===== config.mk =====
export PLATFORM = sky130hd
export DESIGN_NAME = an_encoder_n13_frame
export DESIGN_NICKNAME = d
export VERILOG_FILES = /design/src/rtl/an_encoder_n13_frame.sv
export SDC_FILE = /design/constraint.sdc
export NUM_CORES = 1
export LEC_CHECK = 0
export ABC_AREA = 0
export CORE_ASPECT_RATIO = 1.75
export CORE_MARGIN = 5
export CORE_UTILIZATION = 57
export DETAILED_ROUTE_END_ITERATION = 10
export GPL_ROUTABILITY_DRIVEN = 1
export PLACE_DENSITY = 0.89
export SLEW_MARGIN = 20
export SYNTH_ARGS = -nofsm -noshare
export SYNTH_HDL_FRONTEND = slang
export SYNTH_SLANG_ARGS = --single-unit

===== constraint.sdc =====
create_clock -name clk -period 19.3 [get_ports clk]
set_input_delay 4.825 -clock clk [delete_from_list [all_inputs] [get_ports clk]]
set_output_delay 4.825 -clock clk [all_outputs]
set_load 0.02 [all_outputs]

===== src/rtl/an_encoder_n13_frame.sv =====
// AN-code (A=13) streaming encoder for the n13 6x6 array path.
// Messages are encoded one per handshake and collected row-major into a
// ping-pong pair of frame banks. A completed bank is presented as one flat
// bus whose slot k feeds decoder input k. Out-of-range messages are written
// as 0 and flag the bank until that bank is drained.
module an_encoder_n13_frame #(
    parameter int A     = 13,
    parameter int MSG_W = 3,
    parameter int CW_W  = 6,
    parameter int ROWS  = 6,
    parameter int COLS  = 6
) (
    input  logic                        clk,
    input  logic                        rst,
    input  logic                        in_valid,
    output logic                        in_ready,
    input  logic [MSG_W-1:0]            in_msg,
    input  logic                        flush,
    output logic                        out_valid,
    input  logic                        out_ready,
    output logic [ROWS*COLS*CW_W-1:0]   frame_data,
    output logic                        frame_err
);

    localparam int NSLOT   = ROWS * COLS;
    localparam int IDX_W   = $clog2(NSLOT);
    // Largest message whose codeword still fits in CW_W bits.
    localparam int MSG_MAX = ((2 ** CW_W) - 1) / A;

    // Frame storage and bookkeeping.
    logic [1:0][NSLOT-1:0][CW_W-1:0] r_bank;
    logic [1:0]                      r_full;
    logic [1:0]                      r_err;
    logic                            r_wr_bank;
    logic                            r_rd_bank;
    logic [IDX_W-1:0]                r_wr_idx;

    // Next-state values.
    logic [1:0][NSLOT-1:0][CW_W-1:0] w_bank_next;
    logic [1:0]                      w_full_next;
    logic [1:0]                      w_err_next;
    logic [IDX_W-1:0]                w_wr_idx_next;

    // Encoder and handshake terms.
    logic [CW_W-1:0] w_m;
    logic [CW_W-1:0] w_prod;
    logic [CW_W-1:0] w_cw;
    logic            w_range_err;
    logic            w_accept;
    logic            w_flush_go;
    logic            w_last;
    logic            w_close;
    logic            w_drain;

    // 13*m as shift-and-add; out-of-range messages become an all-zero slot.
    assign w_m         = CW_W'(in_msg);
    assign w_prod      = (w_m << 3) + (w_m << 2) + w_m;
    assign w_range_err = (in_msg > MSG_W'(MSG_MAX));
    assign w_cw        = w_range_err ? '0 : w_prod;

    // The write bank can take data until it is waiting to be drained.
    assign in_ready    = ~r_full[r_wr_bank];
    assign w_accept    = in_valid & in_ready;
    // A flush only closes a bank that holds (or is about to hold) data.
    assign w_flush_go  = flush & in_ready & ((r_wr_idx != '0) | w_accept);
    assign w_last      = w_accept & (r_wr_idx == IDX_W'(NSLOT - 1));
    assign w_close     = w_last | w_flush_go;

    assign out_valid   = r_full[r_rd_bank];
    assign frame_data  = r_bank[r_rd_bank];
    assign frame_err   = r_err[r_rd_bank];
    assign w_drain     = out_valid & out_ready;

    // Per-slot update: the accepted codeword lands at wr_idx; on a flush
    // every slot past the last written one is cleared so stale data from an
    // earlier frame in this bank never leaks out.
    genvar gb, gi;
    generate
        for (gb = 0; gb < 2; gb++) begin : g_bank
            for (gi = 0; gi < NSLOT; gi++) begin : g_slot
                assign w_bank_next[gb][gi] =
                    (w_accept && (r_wr_bank == 1'(gb)) && (r_wr_idx == IDX_W'(gi))) ? w_cw :
                    (w_flush_go && (r_wr_bank == 1'(gb)) && (IDX_W'(gi) >= r_wr_idx)) ? '0 :
                    r_bank[gb][gi];
            end
        end
    endgenerate

    // Full/err flags and write index: a fill and a drain always target
    // different banks, so both updates can be applied in the same cycle.
    always_comb begin
        w_full_next   = r_full;
        w_err_next    = r_err;
        w_wr_idx_next = r_wr_idx;
        if (w_accept && w_range_err) begin
            w_err_next[r_wr_bank] = 1'b1;
        end
        if (w_close) begin
            w_full_next[r_wr_bank] = 1'b1;
            w_wr_idx_next          = '0;
        end else if (w_accept) begin
            w_wr_idx_next = r_wr_idx + 1'b1;
        end
        if (w_drain) begin
            w_full_next[r_rd_bank] = 1'b0;
            w_err_next[r_rd_bank]  = 1'b0;
        end
    end

    // State registers; reset discards every partial and complete frame.
    always_ff @(posedge clk or posedge rst) begin
        if (rst) begin
            r_bank    <= '0;
            r_full    <= '0;
            r_err     <= '0;
            r_wr_bank <= 1'b0;
            r_rd_bank <= 1'b0;
            r_wr_idx  <= '0;
        end else begin
            r_bank   <= w_bank_next;
            r_full   <= w_full_next;
            r_err    <= w_err_next;
            r_wr_idx <= w_wr_idx_next;
            if (w_close) begin
                r_wr_bank <= ~r_wr_bank;
            end
            if (w_drain) begin
                r_rd_bank <= ~r_rd_bank;
            end
        end
    end

endmodule


==> metrics.cfg <==
[setup_path]
start_kind=flop
cp_max_fo=82
timing.critical_path.buf_inv=2
path_cells=buf_4, mux2_2, clkdlybuf4s50_1
cp_top_family=buffers and inverters
worstPathRequired_ns=14.48
crit_type=flop to output pin
worstReg2RegStart=r_wr_idx[1]
cp.depth=3
worstRegToRegCells=7
crit_start=r_rd_bank
reg2reg_to=r_bank[281]
arrival_ns=3.81
crit_slowest_cell=dfrtp_4
rrSetupSlack_ns=15.94
crit_path_end=frame_data[193]
max_stage_delay_ns=1.18
endpoint_kind=output pin

[synthesis]
yosys_most_used_dff=dfrtp_1
ys_seq_area_share_pct=55.0
syn_nets=1737
synth-edff-count=0
syn_area_um2=20200
synth_async_sr_flop_share_pct=100
syn_inst=1720
synth_area_per_cell_um2=11.7
ys_ff_latch=444
yosys_warnings=0
post_synth_num_cell_types=69

[timing]
final-hold-violation-count=0
post-route-period-util_pct=44.7
setup_tns_ns=0
slew_violations=0
relSlewSlack_pct=24.1
rsz0062_at_grt=no
period_needed_ns=8.63
tightest_slew_ns=1.14
clock-skew-final_ns=0.0127
fmax_mhz=116
finalSetupViolations=0

[clock_tree]
postCtsSetupRepairBufs=0
insertion_delay_ns=0.55
cts_sinks=444
cts-htree-levels=2
numCtsBuffers=40
clock_path_buffers=3
cts_repair_resize_count=0
tritoncts=yes
cts_hold_buf=0
cts_root_buf=clkbuf_16
clk_pin_slew_worst_paths_ns=0.06

[placed_design]
port_buffers=226
dp_hpwl_um=40200
gp_congestion=0.936

[pwr]
p_leak_nw=10.7
power_density_nw_per_um2=108
irDropWorstVdd_mv=0.156

[die]
num_io_pins=227
row_count=91
core_um2=35200
die_y_um=259
start_util_pct=57.4
dieWidth_um=152
die-area_um2=39400

[final_layout]
fill_cells=2421
final_cell_mix=dfrtp_1, clkdlybuf4s50_1, mux2_2
final_net_count=1905
drive_above_1_share_pct=19.7
layout_commonest_cell=dfrtp_1
syn_to_final_growth_pct=19.3
fin_util_pct=68.5

[routing]
drc=0
drt-wirelength-per-cell_um=25.6
wl_um=61000
ant_nets=0
via_per_inst=6.66
drtPass1Iterations=5
vias=15800
dr.first_iter.drc_count=1460

[global_route]
grt_usage_pct=30.3
grt_pass1_wl_um=95100
grt.overflow.total=0
grt_pass1_vias=16500
antenna_found_initial=2
grt_max_degree=141

[hold_path]
hold_depth=2
hold_path_class=flop to flop

[job]
maxCapViolCount=0

[run_status]
outcome=finished clean

## Yosys cell counts, drive strengths merged (2+ instances only)
master | count | area (um2)
a211oi | 2 | 20.0
a21o | 4 | 30.0
a21oi | 25 | 279
a22o | 181 | 1590
a22oi | 2 | 28.8
a31oi | 13 | 119
and2 | 16 | 100
and3 | 3 | 18.8
and4b | 2 | 20.0
buf | 28 | 164
clkbuf | 91 | 342
dfrtp | 444 | 11100
ha | 8 | 100
inv | 9 | 33.8
mux2 | 219 | 2470
nand2 | 214 | 803
nand2b | 7 | 43.8
nand3 | 20 | 100
nand3b | 3 | 26.3
nand4b | 3 | 26.3
nor2 | 54 | 240
nor2b | 6 | 37.5
nor3 | 23 | 164
nor3b | 2 | 20.0
nor4 | 3 | 18.8
o211a | 4 | 40.0
o21a | 7 | 53.8
o21ai | 192 | 1040
o22ai | 2 | 12.5
o2bb2ai | 96 | 841
or2 | 6 | 37.5
or3 | 5 | 31.3
or3b | 2 | 17.5
or4b | 4 | 43.8
xor2 | 5 | 43.8
## report_power, final
group	total, mW	internal [mW]	leakage [nW]	switching (mW)
Combinational	0.684	0.244	3.85	0.439
Sequential	1.07	0.984	6.17	0.0840
Clock	0.849	0.495	0.668	0.354
## worst min-delay path by stage
stage | end | from
3_5_place_dp | r_bank[381] | r_bank[381]
2_1_floorplan | r_bank[216] | r_bank[216]
5_1_grt | r_bank[381] | r_bank[381]
3_3_place_gp | r_bank[332] | r_bank[332]
4_1_cts | r_bank[381] | r_bank[381]
6_report | r_bank[381] | r_bank[381]
## metal layers
layer  vias to the layer above  part of all wire (%)  track usage, %
met3                       241                   6.6            4.24
met5                         -                     0               0
met2                       900                    51            52.3
li1                       6648                     -               -
met1                      8051                    35            35.3
met4                         0                   6.6            19.7
## through the flow
stage	worst slack [ns]	hold WS, ns	cell area [um2]	power, mW	std cells
3_5_place_dp	10.54	0.466	22700	1.75	2311
2_1_floorplan	2.10	0.444	20200	1.53	1720
4_1_cts	10.72	0.479	24100	2.59	2377
3_3_place_gp	10.70	0.457	22700	1.73	2311
5_1_grt	10.60	0.490	24100	2.68	2379
6_report	10.67	0.476	24100	2.60	2379
## logic make-up after synthesis
| family | count (synthesis) | synth area share, % |
|---|---|---|
| mux | 220 | 12.3 |
| flops | 444 | 55.0 |
| compound gates | 534 | 20.3 |
| xor+xnor | 6 | 0.260 |
| buf+inv | 128 | 2.67 |
| simple gates | 379 | 8.93 |
| fa+ha+maj | 9 | 0.595 |
## worst reg2reg max path, cell delays in order, from the launching register on
cell and delay (ns):
dfrtp_1 0.56, inv_1 0.23, ha_1 0.48, or3b_1 0.53, o211a_1 0.51, buf_4 0.34, a31oi_2 0.44, a22o_1 0.21
## sequential cells by signal (all words and copies together) (netlist names)
name,cells
r_bank,432
r_full,2
r_rd_bank,1
r_wr_idx,6
r_err,2
r_wr_bank,1
## final cells by class
class | count | area, um2 | share of cell area [%]
Sequential cell | 444 | 11100 | 46.1
Timing Repair Buffer | 245 | 2410 | 9.99
Inverter | 9 | 41.3 | 0.171
Antenna cell | 2 | 5.00 | 0.0208
Multi-Input combinational cell | 1148 | 8580 | 35.6
Clock buffer | 51 | 1130 | 4.70
Clock inverter | 15 | 236 | 0.981
Tap cell | 465 | 582 | 2.41
(Power assumes the default switching activity.)
